### src/rtl/fx_pkg.sv
// Shared types and constants for the fixed-point writeback/completion stage.
package fx_pkg;

  // Functional unit codes as driven on functionalUnitCode_i
  localparam logic [2:0] UnitFx = 3'd0;
  localparam logic [2:0] UnitLs = 3'd1;
  localparam logic [2:0] UnitBr = 3'd2;
  localparam logic [2:0] UnitFp = 3'd3;

  // Bit positions inside the 4-bit CR0 field {LT,GT,EQ,SO}
  localparam int Cr0Lt = 3;
  localparam int Cr0Gt = 2;
  localparam int Cr0Eq = 1;
  localparam int Cr0So = 0;

  typedef struct packed {
    logic        wr_en;
    logic        cr_en;
    logic        ca_en;
    logic        ca;
    logic        ca32;
    logic        is64;
    logic [63:0] value;
  } fx_entry_t;

  function automatic logic [3:0] cr0_compare(input logic [63:0] value, input logic is64,
                                             input logic so);
    logic       neg;
    logic       zero;
    logic [3:0] cr;
    neg  = is64 ? value[63] : value[31];
    zero = is64 ? (value == 64'd0) : (value[31:0] == 32'd0);
    cr = 4'd0;
    cr[Cr0Lt] = neg;
    cr[Cr0Gt] = !neg && !zero;
    cr[Cr0Eq] = zero;
    cr[Cr0So] = so;
    return cr;
  endfunction

endpackage

### src/rtl/fx_writeback_if.sv
// Signal bundle between the FX unit, the shared GPR write port and the writeback stage.
interface fx_writeback_if #(
  parameter int regWidth = 5
);
  logic                enable_i;
  logic [2:0]          functionalUnitCode_i;
  logic                is64Bit_i;
  logic                reg1WritebackEnable_i;
  logic [regWidth-1:0] reg1WritebackAddress_i;
  logic [63:0]         reg1WritebackVal_i;
  logic                reg2WritebackEnable_i;
  logic                caUpdate_i;
  logic [63:0]         reg2WritebackVal_i;
  logic                regFileReady_i;
  logic                regFileWriteEnable_o;
  logic [regWidth-1:0] regFileWriteAddress_o;
  logic [63:0]         regFileWriteVal_o;
  logic                crWriteEnable_o;
  logic [3:0]          cr0_o;
  logic                xerCA_o;
  logic                xerCA32_o;
  logic                xerSO_o;
  logic                stall_o;
  logic                overflow_o;

  modport master (
    output enable_i, functionalUnitCode_i, is64Bit_i, reg1WritebackEnable_i,
           reg1WritebackAddress_i, reg1WritebackVal_i, reg2WritebackEnable_i, caUpdate_i,
           reg2WritebackVal_i, regFileReady_i,
    input  regFileWriteEnable_o, regFileWriteAddress_o, regFileWriteVal_o, crWriteEnable_o,
           cr0_o, xerCA_o, xerCA32_o, xerSO_o, stall_o, overflow_o
  );

  modport slave (
    input  enable_i, functionalUnitCode_i, is64Bit_i, reg1WritebackEnable_i,
           reg1WritebackAddress_i, reg1WritebackVal_i, reg2WritebackEnable_i, caUpdate_i,
           reg2WritebackVal_i, regFileReady_i,
    output regFileWriteEnable_o, regFileWriteAddress_o, regFileWriteVal_o, crWriteEnable_o,
           cr0_o, xerCA_o, xerCA32_o, xerSO_o, stall_o, overflow_o
  );
endinterface

### src/rtl/fx_wb_fifo.sv
// Small in-order synchronous FIFO with show-ahead head data; pushes while full are dropped.
module fx_wb_fifo #(
  parameter int WIDTH = 8,
  parameter int DEPTH = 4
) (
  input  logic                    clock_i,
  input  logic                    reset_i,
  input  logic                    push_i,
  input  logic                    pop_i,
  input  logic [WIDTH-1:0]        data_i,
  output logic [WIDTH-1:0]        data_o,
  output logic                    full_o,
  output logic                    empty_o,
  output logic [$clog2(DEPTH):0]  count_o
);
  localparam int PtrW = $clog2(DEPTH);
  localparam int CntW = PtrW + 1;

  logic [WIDTH-1:0] mem_reg [DEPTH];
  logic [PtrW-1:0]  wr_ptr_reg;
  logic [PtrW-1:0]  rd_ptr_reg;
  logic [CntW-1:0]  count_reg;
  logic             do_push;
  logic             do_pop;

  assign full_o  = (count_reg == CntW'(DEPTH));
  assign empty_o = (count_reg == '0);
  assign do_push = push_i && !full_o;
  assign do_pop  = pop_i && !empty_o;
  assign data_o  = mem_reg[rd_ptr_reg];
  assign count_o = count_reg;

  for (genvar gi = 0; gi < DEPTH; gi++) begin : g_slot
    always_ff @(posedge clock_i) begin
      if (do_push && (wr_ptr_reg == PtrW'(gi))) begin
        mem_reg[gi] <= data_i;
      end
    end
  end

  // Depth is a power of two, so the pointers wrap naturally
  always_ff @(posedge clock_i) begin
    if (!reset_i) begin
      wr_ptr_reg <= '0;
      rd_ptr_reg <= '0;
      count_reg  <= '0;
    end else begin
      if (do_push) wr_ptr_reg <= wr_ptr_reg + PtrW'(1);
      if (do_pop)  rd_ptr_reg <= rd_ptr_reg + PtrW'(1);
      case ({do_push, do_pop})
        2'b10:   count_reg <= count_reg + CntW'(1);
        2'b01:   count_reg <= count_reg - CntW'(1);
        default: count_reg <= count_reg;
      endcase
    end
  end
endmodule

### src/rtl/fx_writeback.sv
// FX writeback/completion: queues FX results in order, drains them to the GPR port
// under a ready handshake, and updates CR0 and XER CA/CA32 as each entry retires.
module fx_writeback
  import fx_pkg::*;
#(
  parameter int         regWidth   = 5,
  parameter int         depth      = 4,
  parameter logic [2:0] FXUnitCode = UnitFx
) (
  input logic           clock_i,
  input logic           reset_i,
  fx_writeback_if.slave bus
);
  localparam int CntW = $clog2(depth) + 1;
  localparam int EntW = $bits(fx_entry_t) + regWidth;

  fx_entry_t           in_entry;
  fx_entry_t           head_entry;
  logic [regWidth-1:0] head_addr;
  logic [EntW-1:0]     fifo_wdata;
  logic [EntW-1:0]     fifo_rdata;
  logic [CntW-1:0]     fifo_count;
  logic                fifo_full;
  logic                fifo_empty;
  logic                accept;
  logic                retire;
  logic [3:0]          cr0_next;

  logic                wr_en_reg;
  logic [regWidth-1:0] wr_addr_reg;
  logic [63:0]         wr_val_reg;
  logic                cr_en_reg;
  logic [3:0]          cr0_reg;
  logic                xer_ca_reg;
  logic                xer_ca32_reg;
  logic                xer_so_reg;
  logic                overflow_reg;
  logic                unused_reg2_bits;

  assign accept = reset_i && bus.enable_i && (bus.functionalUnitCode_i == FXUnitCode) &&
                  (bus.reg1WritebackEnable_i || bus.reg2WritebackEnable_i || bus.caUpdate_i);

  always_comb begin
    in_entry       = '0;
    in_entry.wr_en = bus.reg1WritebackEnable_i;
    in_entry.cr_en = bus.reg2WritebackEnable_i;
    in_entry.ca_en = bus.caUpdate_i;
    in_entry.ca    = bus.reg2WritebackVal_i[0];
    in_entry.ca32  = bus.reg2WritebackVal_i[1];
    in_entry.is64  = bus.is64Bit_i;
    in_entry.value = bus.reg1WritebackVal_i;
  end

  assign unused_reg2_bits = ^bus.reg2WritebackVal_i[63:2];
  assign fifo_wdata = {bus.reg1WritebackAddress_i, in_entry};
  assign {head_addr, head_entry} = fifo_rdata;

  // A head that does not write a GPR never waits for the register-file port
  assign retire   = !fifo_empty && (!head_entry.wr_en || bus.regFileReady_i);
  assign cr0_next = cr0_compare(head_entry.value, head_entry.is64, xer_so_reg);

  fx_wb_fifo #(
    .WIDTH(EntW),
    .DEPTH(depth)
  ) u_fifo (
    .clock_i (clock_i),
    .reset_i (reset_i),
    .push_i  (accept),
    .pop_i   (retire),
    .data_i  (fifo_wdata),
    .data_o  (fifo_rdata),
    .full_o  (fifo_full),
    .empty_o (fifo_empty),
    .count_o (fifo_count)
  );

  always_ff @(posedge clock_i) begin
    if (!reset_i) begin
      wr_en_reg    <= 1'b0;
      wr_addr_reg  <= '0;
      wr_val_reg   <= '0;
      cr_en_reg    <= 1'b0;
      cr0_reg      <= '0;
      xer_ca_reg   <= 1'b0;
      xer_ca32_reg <= 1'b0;
      xer_so_reg   <= 1'b0;
      overflow_reg <= 1'b0;
    end else begin
      wr_en_reg <= retire && head_entry.wr_en;
      cr_en_reg <= retire && head_entry.cr_en;
      if (retire && head_entry.wr_en) begin
        wr_addr_reg <= head_addr;
        wr_val_reg  <= head_entry.value;
      end
      if (retire && head_entry.cr_en) cr0_reg <= cr0_next;
      if (retire && head_entry.ca_en) begin
        xer_ca_reg   <= head_entry.ca;
        xer_ca32_reg <= head_entry.ca32;
      end
      // Full is judged before this edge's retire, so a same-cycle pop does not rescue the push
      if (accept && fifo_full) overflow_reg <= 1'b1;
    end
  end

  assign bus.regFileWriteEnable_o  = wr_en_reg;
  assign bus.regFileWriteAddress_o = wr_addr_reg;
  assign bus.regFileWriteVal_o     = wr_val_reg;
  assign bus.crWriteEnable_o       = cr_en_reg;
  assign bus.cr0_o                 = cr0_reg;
  assign bus.xerCA_o               = xer_ca_reg;
  assign bus.xerCA32_o             = xer_ca32_reg;
  assign bus.xerSO_o               = xer_so_reg;
  assign bus.stall_o               = (fifo_count == CntW'(depth));
  assign bus.overflow_o            = overflow_reg;
endmodule

### src/flat_wrapper.sv
// flat-port wrapper written by rule: the top's interface ports become plain ports
module fx_writeback_flat import fx_pkg::*;
#(
  parameter int         regWidth   = 5,
  parameter int         depth      = 4,
  parameter logic [2:0] FXUnitCode = UnitFx
)
  (clock_i, reset_i, bus_enable_i, bus_functionalUnitCode_i, bus_is64Bit_i, bus_reg1WritebackEnable_i, bus_reg1WritebackAddress_i, bus_reg1WritebackVal_i, bus_reg2WritebackEnable_i, bus_caUpdate_i, bus_reg2WritebackVal_i, bus_regFileReady_i, bus_regFileWriteEnable_o, bus_regFileWriteAddress_o, bus_regFileWriteVal_o, bus_crWriteEnable_o, bus_cr0_o, bus_xerCA_o, bus_xerCA32_o, bus_xerSO_o, bus_stall_o, bus_overflow_o);
  fx_writeback_if #(.regWidth(regWidth)) bus_i ();
  input logic clock_i;
  input logic reset_i;
  input wire logic [$bits(bus_i.enable_i)-1:0] bus_enable_i;
  input wire logic [$bits(bus_i.functionalUnitCode_i)-1:0] bus_functionalUnitCode_i;
  input wire logic [$bits(bus_i.is64Bit_i)-1:0] bus_is64Bit_i;
  input wire logic [$bits(bus_i.reg1WritebackEnable_i)-1:0] bus_reg1WritebackEnable_i;
  input wire logic [$bits(bus_i.reg1WritebackAddress_i)-1:0] bus_reg1WritebackAddress_i;
  input wire logic [$bits(bus_i.reg1WritebackVal_i)-1:0] bus_reg1WritebackVal_i;
  input wire logic [$bits(bus_i.reg2WritebackEnable_i)-1:0] bus_reg2WritebackEnable_i;
  input wire logic [$bits(bus_i.caUpdate_i)-1:0] bus_caUpdate_i;
  input wire logic [$bits(bus_i.reg2WritebackVal_i)-1:0] bus_reg2WritebackVal_i;
  input wire logic [$bits(bus_i.regFileReady_i)-1:0] bus_regFileReady_i;
  output wire logic [$bits(bus_i.regFileWriteEnable_o)-1:0] bus_regFileWriteEnable_o;
  output wire logic [$bits(bus_i.regFileWriteAddress_o)-1:0] bus_regFileWriteAddress_o;
  output wire logic [$bits(bus_i.regFileWriteVal_o)-1:0] bus_regFileWriteVal_o;
  output wire logic [$bits(bus_i.crWriteEnable_o)-1:0] bus_crWriteEnable_o;
  output wire logic [$bits(bus_i.cr0_o)-1:0] bus_cr0_o;
  output wire logic [$bits(bus_i.xerCA_o)-1:0] bus_xerCA_o;
  output wire logic [$bits(bus_i.xerCA32_o)-1:0] bus_xerCA32_o;
  output wire logic [$bits(bus_i.xerSO_o)-1:0] bus_xerSO_o;
  output wire logic [$bits(bus_i.stall_o)-1:0] bus_stall_o;
  output wire logic [$bits(bus_i.overflow_o)-1:0] bus_overflow_o;
  assign bus_i.enable_i = bus_enable_i;
  assign bus_i.functionalUnitCode_i = bus_functionalUnitCode_i;
  assign bus_i.is64Bit_i = bus_is64Bit_i;
  assign bus_i.reg1WritebackEnable_i = bus_reg1WritebackEnable_i;
  assign bus_i.reg1WritebackAddress_i = bus_reg1WritebackAddress_i;
  assign bus_i.reg1WritebackVal_i = bus_reg1WritebackVal_i;
  assign bus_i.reg2WritebackEnable_i = bus_reg2WritebackEnable_i;
  assign bus_i.caUpdate_i = bus_caUpdate_i;
  assign bus_i.reg2WritebackVal_i = bus_reg2WritebackVal_i;
  assign bus_i.regFileReady_i = bus_regFileReady_i;
  assign bus_regFileWriteEnable_o = bus_i.regFileWriteEnable_o;
  assign bus_regFileWriteAddress_o = bus_i.regFileWriteAddress_o;
  assign bus_regFileWriteVal_o = bus_i.regFileWriteVal_o;
  assign bus_crWriteEnable_o = bus_i.crWriteEnable_o;
  assign bus_cr0_o = bus_i.cr0_o;
  assign bus_xerCA_o = bus_i.xerCA_o;
  assign bus_xerCA32_o = bus_i.xerCA32_o;
  assign bus_xerSO_o = bus_i.xerSO_o;
  assign bus_stall_o = bus_i.stall_o;
  assign bus_overflow_o = bus_i.overflow_o;
  fx_writeback #(.regWidth(regWidth), .depth(depth), .FXUnitCode(FXUnitCode)) u_core (.clock_i(clock_i), .reset_i(reset_i), .bus(bus_i));
endmodule
### config.mk
export PLATFORM = sky130hd
export DESIGN_NAME = fx_writeback_flat
export DESIGN_NICKNAME = d
export VERILOG_FILES = /design/src/rtl/fx_pkg.sv /design/src/rtl/fx_writeback_if.sv /design/src/rtl/fx_wb_fifo.sv /design/src/rtl/fx_writeback.sv /design/src/flat_wrapper.sv
export SDC_FILE = /design/constraint.sdc
export NUM_CORES = 1
export LEC_CHECK = 0
export ABC_CLOCK_PERIOD_IN_PS = 5910
export BUFFER_PORTS_ARGS = -buffer_cell sky130_fd_sc_hd__buf_2
export CORE_MARGIN = 2
export CORE_UTILIZATION = 42
export DETAILED_ROUTE_END_ITERATION = 10
export PLACE_DENSITY = 0.62
export SYNTH_ARGS = -nofsm -noshare
export SYNTH_HDL_FRONTEND = slang
export SYNTH_HIERARCHICAL = 1
export SYNTH_SLANG_ARGS = --single-unit
### constraint.sdc
create_clock -name clock_i -period 5.91 [get_ports clock_i]
set_input_delay 0.8865 -clock clock_i [delete_from_list [all_inputs] [get_ports clock_i]]
set_output_delay 0.8865 -clock clock_i [all_outputs]
set_load 0.01 [all_outputs]
### After elaboration in Yosys (flattened, before gate mapping)

Memory sizes are Yosys's and may differ from the RTL's. A register that Yosys moved wholly into a read port is not among the register bits.
Index checks and enable logic that the tools add are counted.

* eq/ne operators: 6
* multiplexer cells: 22
* reductions and logical operators: 32
* add/subtract/negate cells: 4

Operators with widths (count)
* two-way mux 75 bit: 3
* OR reduction 75 bit: 3
* zero test 64 bit: 1
* zero test 32 bit: 1
* logical AND 1 bit: 15
* two-way mux 1 bit: 13
* two-way mux 2 bit: 5
* equality test 2 bit (second input constant): 3
* zero test 3 bit: 2
* case mux 3 bit (2 select lines): 1
* zero test 1 bit: 5
* adder 2 x 1 -> 2 bit (second input constant): 2
* equality test 2 x 1 -> 1 bit (second input constant): 2
* adder 3 x 1 -> 3 bit (second input constant): 1
* equality test 3 bit (second input constant): 1
* logical OR 1 bit: 3
* subtractor 3 x 1 -> 3 bit (second input constant): 1
* zero test 2 bit: 1
* nonzero test 2 bit: 1

* output and inout bits: 80
* bits in writable memories: 300
* register bits: 84
* memories kept: 1

Memory list
* u_core.u_fifo.mem_reg: words 4, bits a word 75, read ports 1, clocked after Yosys merged registers in 1, wr ports 1, line fx_wb_fifo.sv:19 `logic [WIDTH-1:0] mem_reg [DEPTH];`

### Logic depth before layout (Yosys ltp)

* word-level depth: 11
* depth in mapped cells: 12
* mapped depth without buffers: 11

### Hierarchy

Netlist, hierarchy kept.

By module, submodules not included
* fx_wb_fifo: area each 11307.1 um^2, instances 1, sequential area each 9188.8 um^2, cells an instance 445
* fx_writeback: area each 3049.2 um^2, instances 1, sequential area each 1541.5 um^2, cells an instance 364

### Least setup slack after synthesis

No wires, ideal clock.

* path kind: input-to-reg
* start: input port bus_functionalUnitCode_i[1]
* end: memory u_core/u_fifo/mem_reg[0][0] in the netlist's numbering (enable)
* setup time: 441 ps
* arrival: 3401 ps
* path buffers: 1
* required time: 5469 ps
* setup slack: 2068 ps
* stages on the path: 6
* path through: nor2_1 nand3_1 nor3_1 nor2b_1 clkbuf_1 and2_1

* word-level cells in the longest chain between the ends: 11
* elaborated cells between the ends (all ways): 25
* classes of those cells: 14 x mux; 11 x reduce/logical

Ends and longest elaborated chain
* from (decl): line flat_wrapper.sv:13 `input wire logic [$bits(bus_i.functionalUnitCode_i)-1:0] bus_functionalUnitCode_i;`
* zero test 3 bit (*): line fx_writeback.sv:40 `assign accept = reset_i && bus.enable_i && (bus.functionalUnitCode_i == FXUnitCode) &&`
* logical AND 1 bit (*) (2 in series): line fx_writeback.sv:40
* named net u_core.accept: line fx_writeback.sv:25 `logic accept;`
* logical AND 1 bit (*): line fx_wb_fifo.sv:28 `assign do_push = push_i && !full_o;`
* logical AND 1 bit: line fx_wb_fifo.sv:35 `if (do_push && (wr_ptr_reg == PtrW'(gi))) begin`
* two-way mux 1 bit: line fx_wb_fifo.sv:35
* two-way mux 1 bit (implied by the code): line fx_wb_fifo.sv:36 `mem_reg[gi] <= data_i;`
* OR reduction 75 bit (no source line)
* two-way mux 2 bit (no source line) / two-way mux 1 bit (equally long branches) (3 in series)
* to (decl): line fx_wb_fifo.sv:19

The timed path passes the listed nets; every way through them passes the cells marked *.

==> run summary <==
status -> completed
Hold Slack -> 0.453 ns
crit-path cells -> mux4_2 -> a21oi_4 -> and2_2 -> buf_4 -> nand2_1 -> a21boi_0
Comb power frac -> 1.7%
Largest register FFs -> 300
Pwr per Cell Area -> 331 nW/um2
Synth Cell Area -> 14400 um2
FP Rows -> 67
via count -> 7456
# IOs -> 224
post-synthesis area per instance -> 17.7 um2
Fmax -> 0.304 GHz
core area -> 33600 um2
cts bufs inserted -> 41
Final nets -> 1127
Fin. Hold Viols -> 0
DRC Markers -> 0
CP arrival -> 3.73 ns
Unique masters post-synth -> 38
Worst-Skew Late Latency -> 0.54 ns
max_slew headroom -> 33.3%
top routing layer in use -> met5
Routed Wire Length -> 29200 um
Chip Width -> 189 um
met2 WL -> 13900 um
Finished Layout Cells -> 1459
vias in the first global route -> 7759
PostCTS Resize Cnt -> 0
Critical Path End Type -> flip-flop
IO Port Bufs -> 159
share of cells above drive strength 1 -> 31.0%
Top Family by Delay on Critical Path -> simple AND/OR/NAND/NOR gates
switching power total -> 1.07 mW
CTS Buffer Depth -> 3
met1 wire length -> 13200 um
Fillers -> 2841
Syn-to-layout area delta -> 17.8%
largest net degree at the start of global routing -> 89
leakage power -> 5.64 nW
register share of total power -> 52.3%
Pwr Total -> 5.61 mW
Post-Syn Instances -> 809
CP required -> 6.36 ns
Setup Crit Path Kind -> reg2reg
Setup TNS Final -> 0 ns
dpl ws -> 2.17 ns
Hold Crit Class -> reg2reg
TritonRoute pass-1 iters -> 5
initial antenna violation count -> 4
CTS tree -> built
min cycle time layout -> 3.28 ns
Initial Util -> 42.7%
H-tree levels -> 2
clk_skew -> 0.0191 ns
unrepaired setup endpoints after global routing -> no
gr usage total -> 16.6%
Crit-path slowest cell -> and2_2
cts-stage hold buffer count -> 0
Sw Ratio -> 19.1%
die area -> 35700 um2
met3 WL -> 1630 um
first-pass GRT wire length -> 44700 um
Detailed Place HPWL -> 17000 um
WL/cell -> 20.0 um
P_int -> 4.54 mW
Placed Cells -> 1382
register area share after synthesis -> 74.7%
Yosys reg bits -> 386
Max Cap Viol -> 0
CP Launch Type -> flip-flop
Peak VDD IR -> 0.205 mV
Least-Margin Pin Slew -> 1.00 ns
worst stage delay on the critical path -> 0.86 ns
die extent in y -> 189 um
Root Driver -> clkbuf_16
crit path buf inv count -> 1
Clock transition at path regs -> 0.06 ns
CTS sink count -> 386
Synth warnings -> 6
post-CTS setup repair buffer count -> 0
period utilisation layout -> 55.6%
count of final setup violators -> 0
Crit Path Max Fanout -> 44
DRT antenna net count -> 0
grt ovf -> 0
RePlAce Congestion -> 0.688
final setup margin -> 2.63 ns
DR iter-0 viols -> 344
Slew Limit Fails -> 0
Clock power frac -> 46.0%
DR vias/cell -> 5.11
through the flow:
step / cell area, um2 / util (%)
global placement: 15500 / 46.2
global route: 16900 / 50.3
CTS: 16900 / 50.3
detailed placement: 15500 / 46.2
floorplan: 14400 / -
finish: 16900 / 50.3
tightest hold or removal path: stages, from the launching register on:
cell      delay (ns)
dfxtp_1         0.31
nand2_1         0.05
a21boi_1        0.05
logic make-up after synthesis:
group,count (synthesis),synth area share (%)
compound gates,84,4.36
simple gates,200,6.01
mux,78,12.0
other cells,1,0.0261
xor+xnor,2,0.122
flops,386,74.7
buf+inv,52,2.19
fa+ha+maj,6,0.575
final cells by class:
type / instances / area, um2 / share of cell area, %
flip-flops and latches: 386 / 10700 / 63.5
clock inverters: 14 / 179 / 1.06
repair buffers: 168 / 876 / 5.18
clock buffers: 60 / 1190 / 7.03
diodes: 3 / 7.51 / 0.0444
inverters: 8 / 30.0 / 0.178
well taps: 448 / 561 / 3.31
multi-input cells: 372 / 3330 / 19.7
routing by layer:
layer  vias to the layer above  GRT usage (%)
li1                       3446              -
met1                      3786           22.5
met2                       182           27.3
met3                        40           4.08
met4                         2           4.09
met5                         -              0
synth_stat cells:
library cell / n / share of area (%)
a21boi_0: 63 / 3.3
a21boi_1: 10 / 0.52
a21oi_1: 1 / 0.035
a21oi_4: 1 / 0.11
a41o_1: 1 / 0.070
and2_0: 1 / 0.044
and2_1: 7 / 0.31
and3_1: 1 / 0.044
buf_2: 7 / 0.24
buf_4: 11 / 0.58
buf_6: 6 / 0.47
buf_8: 2 / 0.21
clkbuf_1: 17 / 0.44
clkbuf_2: 1 / 0.035
conb_1: 1 / 0.026
dfxtp_1: 86 / 12
edfxtp_1: 300 / 63
fa_1: 1 / 0.14
ha_1: 5 / 0.44
inv_1: 8 / 0.21
mux2i_1: 3 / 0.21
mux4_2: 75 / 12
nand2_1: 154 / 4.0
nand3_1: 3 / 0.10
nand4_1: 4 / 0.17
nor2_1: 3 / 0.078
nor2b_1: 3 / 0.13
nor3_1: 2 / 0.070
nor3_2: 1 / 0.070
nor3b_1: 2 / 0.10
nor4_1: 16 / 0.70
o211a_1: 1 / 0.070
o21ai_0: 6 / 0.21
o22ai_1: 1 / 0.044
or3_1: 2 / 0.087
or4bb_1: 1 / 0.078
xnor2_1: 1 / 0.061
xor2_1: 1 / 0.061
power groups by stage:
stage	clock [mW]	combinational (mW)	sequential, mW
2_1_floorplan	0	0.0327	2.99
3_3_place_gp	0	0.0916	2.99
3_5_place_dp	0	0.0949	2.99
4_1_cts	2.64	0.0951	2.93
5_1_grt	2.75	0.104	2.93
6_report	2.58	0.0933	2.93
placed cells by master, fill, tap and decap left out, types with 2 or more instances in the layout:
cell type | Yosys | layout
o21ai_0 | 6 | 6
dfxtp_1 | 86 | 84
clkbuf_1 | 17 | 11
nor4_1 | 16 | 16
or3_1 | 2 | 2
nor3b_1 | 2 | 2
nor2b_1 | 3 | 3
buf_4 | 11 | 8
clkbuf_8 | 0 | 7
and2_4 | 0 | 4
edfxtp_1 | 300 | 300
nand2_1 | 154 | 153
nand3_1 | 3 | 3
a21boi_1 | 10 | 10
nor3_1 | 2 | 2
ha_1 | 5 | 5
bufinv_16 | 0 | 4
nand4_1 | 4 | 4
clkbuf_16 | 0 | 42
mux4_2 | 75 | 75
clkinv_2 | 0 | 4
inv_1 | 8 | 8
a21boi_0 | 63 | 63
diode_2 | 0 | 3
buf_2 | 7 | 159
mux2i_1 | 3 | 3
nor2_1 | 3 | 3
conb_1 | 1 | 2
and2_1 | 7 | 2
clkinv_1 | 0 | 4
dfxtp_4 | 0 | 2
path summary, 6_finish.rpt:
path | slack (ns) | endpoint | from | depth (start not counted)
setup / recovery | 2.63 | u_core/bus.regFileWriteVal_o[20]$_SDFFE_PN0P_ | flip-flop | 6
hold / removal | 0.45 | u_core/bus.regFileWriteVal_o[39]$_SDFFE_PN0P_ | u_core/bus.regFileWriteVal_o[39]$_SDFFE_PN0P_ | 2
setup reg to reg | 2.63 | u_core/bus.regFileWriteVal_o[20]$_SDFFE_PN0P_ | flip-flop | 6
hold reg to reg | 0.45 | u_core/bus.regFileWriteVal_o[39]$_SDFFE_PN0P_ | u_core/bus.regFileWriteVal_o[39]$_SDFFE_PN0P_ | 2
Power figures use the tool's default switching activity.
